## config.mk

```make
export PLATFORM = sky130hd
export DESIGN_NAME = ss_scan_controller
export DESIGN_NICKNAME = d
export VERILOG_FILES = /design/src/rtl/ss_scan_controller.sv
export SDC_FILE = /design/constraint.sdc
export NUM_CORES = 1
export LEC_CHECK = 0
export ABC_AREA = 1
export BUFFER_PORTS_ARGS = -buffer_cell sky130_fd_sc_hd__buf_2
export CORE_MARGIN = 8
export CORE_UTILIZATION = 35
export DETAILED_ROUTE_END_ITERATION = 6
export GPL_TIMING_DRIVEN = 0
export PLACE_DENSITY_LB_ADDON = 0.25
export SLEW_MARGIN = 20
export SYNTH_ARGS = -nofsm -noshare
export SYNTH_HDL_FRONTEND = slang
export SYNTH_SLANG_ARGS = --single-unit
```

## constraint.sdc

```tcl
create_clock -name clk -period 2.1 [get_ports clk]
set_clock_uncertainty 0.1 [all_clocks]
set_input_delay 0.525 -clock clk [delete_from_list [all_inputs] [get_ports clk]]
set_output_delay 0.525 -clock clk [all_outputs]
set_load 0.1 [all_outputs]
```

## src/rtl/ss_scan_controller.sv

```systemverilog
// Multiplexed seven-segment scanner for N common-anode digits with frame-synchronous
// shadow loading, PWM dimming, leading-zero suppression, per-digit blink and decimal points.
module ss_scan_controller #(
   parameter int N            = 4,
   parameter int SCAN_DIV     = 1024,
   parameter int BRIGHT_W     = 2,
   parameter int BLINK_FRAMES = 64
) (
   input  logic                clk,
   input  logic                rst,
   input  logic                load,
   input  logic [N*4-1:0]      numbers,
   input  logic [N-1:0]        dp,
   input  logic [N-1:0]        blink_mask,
   input  logic                lz_en,
   input  logic [BRIGHT_W-1:0] brightness,
   output logic [N-1:0]        displays,
   output logic [6:0]          segments,
   output logic                dp_n,
   output logic                frame_done
);

   localparam int SLOT_W = $clog2(SCAN_DIV);
   localparam int DIG_W  = $clog2(N);
   localparam int BLK_W  = (BLINK_FRAMES > 1) ? $clog2(BLINK_FRAMES) : 1;

   localparam logic [SLOT_W-1:0] SLOT_LAST = SLOT_W'(SCAN_DIV - 1);
   localparam logic [DIG_W-1:0]  DIG_LAST  = DIG_W'(N - 1);
   localparam logic [BLK_W-1:0]  BLK_LAST  = BLK_W'(BLINK_FRAMES - 1);

   function automatic logic [6:0] seg_decode(input logic [3:0] v);
      logic [6:0] s;
      case (v)
         4'h0:    s = 7'h01;
         4'h1:    s = 7'h4F;
         4'h2:    s = 7'h12;
         4'h3:    s = 7'h06;
         4'h4:    s = 7'h4C;
         4'h5:    s = 7'h24;
         4'h6:    s = 7'h20;
         4'h7:    s = 7'h0F;
         4'h8:    s = 7'h00;
         4'h9:    s = 7'h04;
         4'hA:    s = 7'h08;
         4'hB:    s = 7'h60;
         4'hC:    s = 7'h31;
         4'hD:    s = 7'h42;
         4'hE:    s = 7'h30;
         default: s = 7'h38;
      endcase
      return s;
   endfunction

   // p0: scan position, blink phase and the shadow/active register pairs
   logic [SLOT_W-1:0] slot_cnt_p0;
   logic [DIG_W-1:0]  digit_p0;
   logic [BLK_W-1:0]  blink_cnt_p0;
   logic              blink_on_p0;
   logic              pending_p0;
   logic [N*4-1:0]    stage_num_p0, act_num_p0;
   logic [N-1:0]      stage_dp_p0, act_dp_p0;
   logic [N-1:0]      stage_blk_p0, act_blk_p0;

   // p1: registered pin drivers
   logic [N-1:0]      displays_p1;
   logic [6:0]        segments_p1;
   logic              dp_n_p1;
   logic              frame_done_p1;

   logic              slot_wrap, frame_wrap;
   logic [3:0]        nib;
   logic              dp_sel, blk_sel, supp_sel, lead, pwm_en, lit;
   logic [N-1:0]      sel_n, nxt_disp;
   logic [6:0]        nxt_seg;
   logic              nxt_dpn;

   always_comb begin
      slot_wrap  = (slot_cnt_p0 == SLOT_LAST);
      frame_wrap = slot_wrap && (digit_p0 == DIG_LAST);

      nib      = 4'h0;
      dp_sel   = 1'b0;
      blk_sel  = 1'b0;
      supp_sel = 1'b0;
      lead     = 1'b1;
      // lead stays set while every digit from the top down to i holds zero
      for (int i = N - 1; i >= 0; i--) begin
         if (act_num_p0[4*i +: 4] != 4'h0) lead = 1'b0;
         if (DIG_W'(i) == digit_p0) begin
            nib      = act_num_p0[4*i +: 4];
            dp_sel   = act_dp_p0[i];
            blk_sel  = act_blk_p0[i];
            supp_sel = lz_en && lead && (i != 0);
         end
      end

      // slot_cnt==0 stays dark at every brightness to hide digit-switch ghosting
      pwm_en = (slot_cnt_p0 != '0) && (slot_cnt_p0[BRIGHT_W-1:0] <= brightness);
      lit    = pwm_en && !(blk_sel && !blink_on_p0);
      sel_n  = ~({{(N-1){1'b0}}, 1'b1} << digit_p0);

      nxt_disp = '1;
      nxt_seg  = 7'h7F;
      nxt_dpn  = 1'b1;
      if (lit) begin
         if (!supp_sel) begin
            nxt_disp = sel_n;
            nxt_seg  = seg_decode(nib);
            nxt_dpn  = ~dp_sel;
         end else if (dp_sel) begin
            nxt_disp = sel_n;
            nxt_dpn  = 1'b0;
         end
      end
   end

   always_ff @(posedge clk or negedge rst) begin
      if (!rst) begin
         slot_cnt_p0   <= '0;
         digit_p0      <= '0;
         blink_cnt_p0  <= '0;
         blink_on_p0   <= 1'b1;
         pending_p0    <= 1'b0;
         stage_num_p0  <= '0;
         stage_dp_p0   <= '0;
         stage_blk_p0  <= '0;
         act_num_p0    <= '0;
         act_dp_p0     <= '0;
         act_blk_p0    <= '0;
         displays_p1   <= '1;
         segments_p1   <= 7'h7F;
         dp_n_p1       <= 1'b1;
         frame_done_p1 <= 1'b0;
      end else begin
         slot_cnt_p0 <= slot_wrap ? '0 : slot_cnt_p0 + 1'b1;
         if (slot_wrap) digit_p0 <= frame_wrap ? '0 : digit_p0 + 1'b1;

         if (frame_wrap) begin
            if (blink_cnt_p0 == BLK_LAST) begin
               blink_cnt_p0 <= '0;
               blink_on_p0  <= ~blink_on_p0;
            end else begin
               blink_cnt_p0 <= blink_cnt_p0 + 1'b1;
            end
         end

         // a load on the wrap edge bypasses staging so the newest data wins
         if (load) begin
            if (frame_wrap) begin
               act_num_p0 <= numbers;
               act_dp_p0  <= dp;
               act_blk_p0 <= blink_mask;
               pending_p0 <= 1'b0;
            end else begin
               stage_num_p0 <= numbers;
               stage_dp_p0  <= dp;
               stage_blk_p0 <= blink_mask;
               pending_p0   <= 1'b1;
            end
         end else if (frame_wrap && pending_p0) begin
            act_num_p0 <= stage_num_p0;
            act_dp_p0  <= stage_dp_p0;
            act_blk_p0 <= stage_blk_p0;
            pending_p0 <= 1'b0;
         end

         displays_p1   <= nxt_disp;
         segments_p1   <= nxt_seg;
         dp_n_p1       <= nxt_dpn;
         frame_done_p1 <= frame_wrap;
      end
   end

   assign displays   = displays_p1;
   assign segments   = segments_p1;
   assign dp_n       = dp_n_p1;
   assign frame_done = frame_done_p1;

endmodule

```

Word-level counts from Yosys, hierarchy flattened
Memories as Yosys holds them, arrays and structs flattened.
Cells that the tools add are included.
{"block": "totals", "reg_bits": 81, "mem_bits_ro": 112, "inputBits": 30, "output_inout_bits": 13, "elab_cells": 93, "mem_count": 1}
{"block": "op_classes", "add_sub_neg": 3, "order_cmp": 1, "eq_ne": 7, "shift": 1, "muxes": 42, "bitwise": 4, "reduce_logical": 19}
{"memory": "(no name shown)", "words": 16, "word_bits": 7, "read_ports": 1, "rd_clocked_by_memory_dff": 0, "write_ports": 0, "line": "33", "text": "case (v)"}
{"cell": "2-to-1 mux 4 bit", "n": 13}
{"cell": "2-to-1 mux 16 bit", "n": 3}
{"cell": "2-to-1 mux 1 bit", "n": 21}
{"cell": "2-to-1 mux 7 bit", "n": 2}
{"cell": "nonzero test 4 bit", "n": 3}
{"cell": "adder 10 x 1 -> 10 bit, second input constant", "n": 1}
{"cell": "== test 10 bit, second input constant", "n": 1}
{"cell": "2-to-1 mux 10 bit", "n": 1}
{"cell": "nonzero test 10 bit", "n": 1}
{"cell": "logical AND 1 bit", "n": 8}
{"cell": "adder 6 x 1 -> 6 bit, second input constant", "n": 1}
{"cell": "== test 6 bit, second input constant", "n": 1}
{"cell": "2-to-1 mux 6 bit", "n": 1}
{"cell": "AND reduction 2 bit", "n": 3}
{"cell": "== test 2 bit, first input constant", "n": 2}
{"cell": "NOT 4 bit", "n": 1}
{"cell": "<< shifter 1 x 2 -> 4 bit, first input constant", "n": 1}
{"cell": "NOT 1 bit", "n": 3}
{"cell": "adder 2 x 1 -> 2 bit, second input constant", "n": 1}
{"cell": "== test 1 x 2 -> 1 bit, first input constant", "n": 1}
{"cell": "== test 2 bit, second input constant", "n": 1}
{"cell": "<= comparator 2 bit", "n": 1}
{"cell": "logical NOT 1 bit", "n": 2}
{"cell": "logical NOT 2 bit", "n": 1}
{"cell": "other kinds (3)", "n": 3}

Depth between registers and ports, before layout
{"block": "logic_depth", "ltp_word": 9, "mapped_depth": 14, "mapped_depth_nobuf": 13}

Worst setup path after synthesis
Ideal clock, no wire load.
{"block": "synth_timing", "path_type": "reg-to-reg", "from": "register digit_p0[0]", "to": "register segments_p1[3], in the netlist segments[3]", "setup_ps": 90, "arrival_ps": 1800, "required_time_ps": 1910, "path_slack_ps": 110, "stages_incl_launch_ff": 12, "path_buffers": 0, "synth_period_minus_slack_ps": 1990, "path_cell_list": "dfrtp_1 -> inv_1 -> ha_1 -> inv_2 -> or2_2 -> nand2_1 -> inv_1 -> ha_1 -> nand3_1 -> nand2_1 -> nand2_1 -> nand3_1"}
{"block": "synth_between", "elab_chain_cells": 9, "word_cells_on_any_way": 22, "cone_classes": "3 x eq/ne; 14 x mux; 4 x reduce/logical; 1 x memory"}
{"item": "start, declared", "line": "56", "text": "logic [DIG_W-1:0] digit_p0;"}
{"item": "start signal, assigned", "line": "136", "text": "if (slot_wrap) digit_p0 <= frame_wrap ? '0 : digit_p0 + 1'b1;"}
{"item": "branches (longest 8 deep; another with memory (16 x 7 bit))"}
{"item": "2-to-1 mux 7 bit *", "line": "105", "text": "if (lit) begin"}
{"item": "named net nxt_seg[3]", "line": "74", "text": "logic [6:0] nxt_seg;"}
{"item": "end signal, assigned", "line": "168", "text": "segments_p1 <= nxt_seg;"}
{"item": "end, declared", "line": "66", "text": "logic [6:0] segments_p1;"}
Mark *: on every way through the listed nets, which the timed path passes.
A chain may end at the register's enable or synchronous reset.

Worst setup path in the final report
{"block": "layout_timing", "from": "register digit_p0[1]", "to": "register segments_p1[3], in the netlist segments[3]"}
The elaborated chain is that of the path after synthesis.

==> flow_metrics.py <==
metrics = {
    "finish": {
        "final_design_area_no_fill_um2": 5300,
        "fin_nets": 624,
        "n_fill_cell": 1315,
        "area.growth.synth_to_final_pct": 19.0,
        "post_layout_nonfiller_instances": 756,
        "antennaDiodeCount": 0,
        "layout-drive-gt1-share_pct": 25.2,
    },
    "logic_synthesis": {
        "synth_top_flop_cell": "dfrtp_1",
        "async_flop_share_pct": 100,
        "ys_seq_area_share_pct": 45.9,
        "ys_ff_latch": 81,
        "synth_cell_type_count": 37,
        "ys_warn_count": 0,
        "syn_area_um2": 4460,
        "synth_top_area_share_pct": 38.2,
        "synth-edff-count": 0,
        "yosys-top-cells-area": "dfrtp_1 (38%), nand2_1 (14%), dfstp_2 (7.7%)",
        "syn_inst": 523,
        "syn_area_per_cell_um2": 8.52,
        "yosysTopAreaCell": "dfrtp_1",
        "syn-num-nets": 568,
    },
    "global_routing": {
        "grt-busiest-layer": "met2",
        "use_met3_pct": 3.56,
        "first_global_vias": 3506,
        "grt_pass1_wl_mm": 17.4,
        "grt_max_degree": 54,
        "gr-usage-all-layers_pct": 13.1,
        "grt_util_met2_pct": 19.0,
        "gr-usage-met1_pct": 18.0,
        "overflow": 0,
        "antenna_found_initial": 0,
    },
    "placed_design": {
        "routabilityCongestion": 0.840,
        "io_buffers": 42,
        "place_inst": 738,
        "hpwl_mm": 7.38,
        "pre_cts_ws_ps": -198,
        "placed_area_um2": 4910,
    },
    "floorplanning": {
        "ios": 43,
        "coreArea_um2": 12500,
        "fp.dieH_um": 129,
        "fp.dieArea_um2": 16600,
        "fp.dieW_um": 129,
        "start_util_pct": 35.6,
        "num_rows": 41,
    },
    "timing": {
        "fin_ws_ps": 101,
        "finalHoldViolations": 0,
        "fmax_ghz": 0.500,
        "fin_crit_sh_pct": 95.2,
        "setup_violations": 0,
        "maxSlewViolCount": 0,
        "rsz0062_at_grt": "yes",
        "tightest_slew_ps": 560,
        "maxSlewHeadroom_pct": 62.6,
        "finalCriticalPeriod_ps": 2000,
    },
    "critical_path": {
        "criticalPathCategory": "reg2reg",
        "cp_max_fo": 8,
        "critPathCaptureType": "flop",
        "critPathRequiredTime_ps": 2290,
        "cp_cell_sequence": "inv_2 -> ha_4 -> inv_2 -> or2_2 -> nand2_2 -> inv_1 -> ha_1 -> nand3_2 -> nand2_2 -> nand2_1 -> nand3_1",
        "critPathLaunchType": "flop",
        "cp_slowest_cell": "dfrtp_1",
        "slowest_delay_ps": 410,
        "arrival_ps": 2180,
    },
    "route": {
        "drt_wl_total_mm": 10.0,
        "drt_iter0_markers": 176,
        "num_vias": 3508,
        "routed_via_density": 4.64,
        "drcViolationCount": 0,
        "ant_nets": 0,
        "drt_first_pass_iters": 4,
        "wire_per_inst_um": 13.2,
    },
    "pwr": {
        "ir_worst_vdd_uv": 441,
        "p_leak_nw": 2.72,
        "p_comb_share_pct": 7.8,
        "powerDensity_nw_per_um2": 680,
        "power_mw": 3.61,
        "power_switching_uw": 851,
        "pwr-share-seq_pct": 45.3,
        "swShare_pct": 23.6,
        "p_int_mw": 2.76,
        "clockPowerShare_pct": 46.9,
    },
    "job": {
        "maxCapViolCount": 0,
    },
    "clocking": {
        "clk_path_buf_depth": 2,
        "cts_made_buffers": 9,
        "cts_root_buf": "clkbuf_16",
        "clock_sinks": 81,
        "cts_tree": "done",
        "clk_pin_slew_worst_paths_ps": 60,
        "clk_latency_ps": 350,
        "htreeDepth": 3,
    },
    "run_status": {
        "status": "finished clean",
    },
    "min_path": {
        "hp-class": "in2async",
    },
}
## power by group through the flow
| stage | sequential (mW) | clock (mW) | combinational (mW) |
|---|---|---|---|
| after floorplan | 1.71 | 0 | 0.123 |
| after global placement | 1.66 | 0 | 0.275 |
| after detailed placement | 1.66 | 0 | 0.285 |
| after CTS | 1.64 | 1.75 | 0.287 |
| after global routing | 1.64 | 1.80 | 0.313 |
| final | 1.64 | 1.69 | 0.282 |
## worst paths after layout
kind	cells past startpoint	slack, ps	from	endpoint
hold / removal	1	20	rst	pending_p0
max in group asynchronous	2	1230	rst	segments[5]
hold reg to reg	2	370	blink_on_p0	blink_on_p0
setup / recovery	11	100	digit_p0[1]	segments[3]
setup reg to reg	11	100	digit_p0[1]	segments[3]
min in group clk	3	330	dp[1]	stage_dp_p0[1]
## critical path: cells and delay by family, from the launching register on
kind / cells / cell delay (ps)
adders and majority gates: 2 / 490
buffers and inverters: 3 / 240
and+or+nand+nor: 6 / 660
DFF: 1 / 410
## placed cells by master, fill, tap and decap left out, types with 3 or more instances in the layout
cell / n
a21oi_1: 10
buf_1: 4
buf_2: 45
buf_4: 7
buf_6: 6
clkbuf_1: 4
clkbuf_16: 9
clkinv_4: 3
dfrtp_1: 68
dfstp_2: 13
ha_1: 14
inv_1: 34
inv_2: 4
mux2_2: 24
nand2_1: 168
nand2_2: 4
nand2_4: 3
nand3_1: 56
nand3b_1: 3
nand4_1: 26
nor2_1: 22
nor3_1: 7
o21ai_0: 9
or2_2: 5
xor2_1: 8
## synth_stat cells, types with 5 or more instances
cell type    n
dfstp_2     13
or2_2        5
mux2_2      24
dfrtp_1     68
buf_6        5
ha_1        15
o21ai_0      9
inv_1       38
nor2_1      23
xor2_1       8
nand2_1    171
nand4_1     26
nand3_1     58
nor3_1       7
buf_2        6
a21oi_1     11
## sequential cells by signal (all words and copies together) (netlist names), 2 cells and up
signal        cells
act_dp_p0         4
act_blk_p0        4
stage_dp_p0       4
segments          7
stage_num_p0     16
stage_blk_p0      4
slot_cnt_p0      10
act_num_p0       16
displays          4
digit_p0          2
blink_cnt_p0      6
## per-layer routing
metal,wire (um),vias up
met2,4270,62
li1,-,1820
met3,400,13
met4,169,0
met5,0,-
met1,5160,1613
## layout make-up
cell class                      count  area (um2)  share of cell area, %
Multi-Input combinational cell    377        2130                   40.1
Sequential cell                    81        2040                   38.5
Timing Repair Buffer               45         255                   4.81
Clock buffer                        9         225                   4.25
Tap cell                          172         215                   4.06
Buffer                             24         178                   3.35
Inverter                           41         164                   3.09
Clock inverter                      7        95.1                   1.79
## through the flow
step	setup TNS (ps)	utilization [%]	hold slack (ps)
final	0	42.4	19.2
after global routing	-65.9	42.4	35.9
after global placement	-18010	39.0	349
after CTS	0	42.0	21.1
after detailed placement	-813	39.2	355
after floorplan	0	-	129
## cells by family after synthesis
| family | share of synthesized area (%) |
|---|---|
| buffers and inverters | 7.36 |
| AND/OR/NAND/NOR | 31.9 |
| flip-flops | 45.9 |
| adder cells (fa/ha/maj) | 4.21 |
| XOR/XNOR | 1.77 |
| AO/OA/AOI/OAI | 2.86 |
| multiplexers | 6.07 |
## timing repair
item / 4_1_cts / 5_1_grt
buffers inserted: 0 / 2
endpoints found under the setup margin: 6 / 7
hold buffers: 0 / 0
gates resized for setup: 10 / 9
pin swaps: 0 / 2
Power figures use the tool's default switching activity.
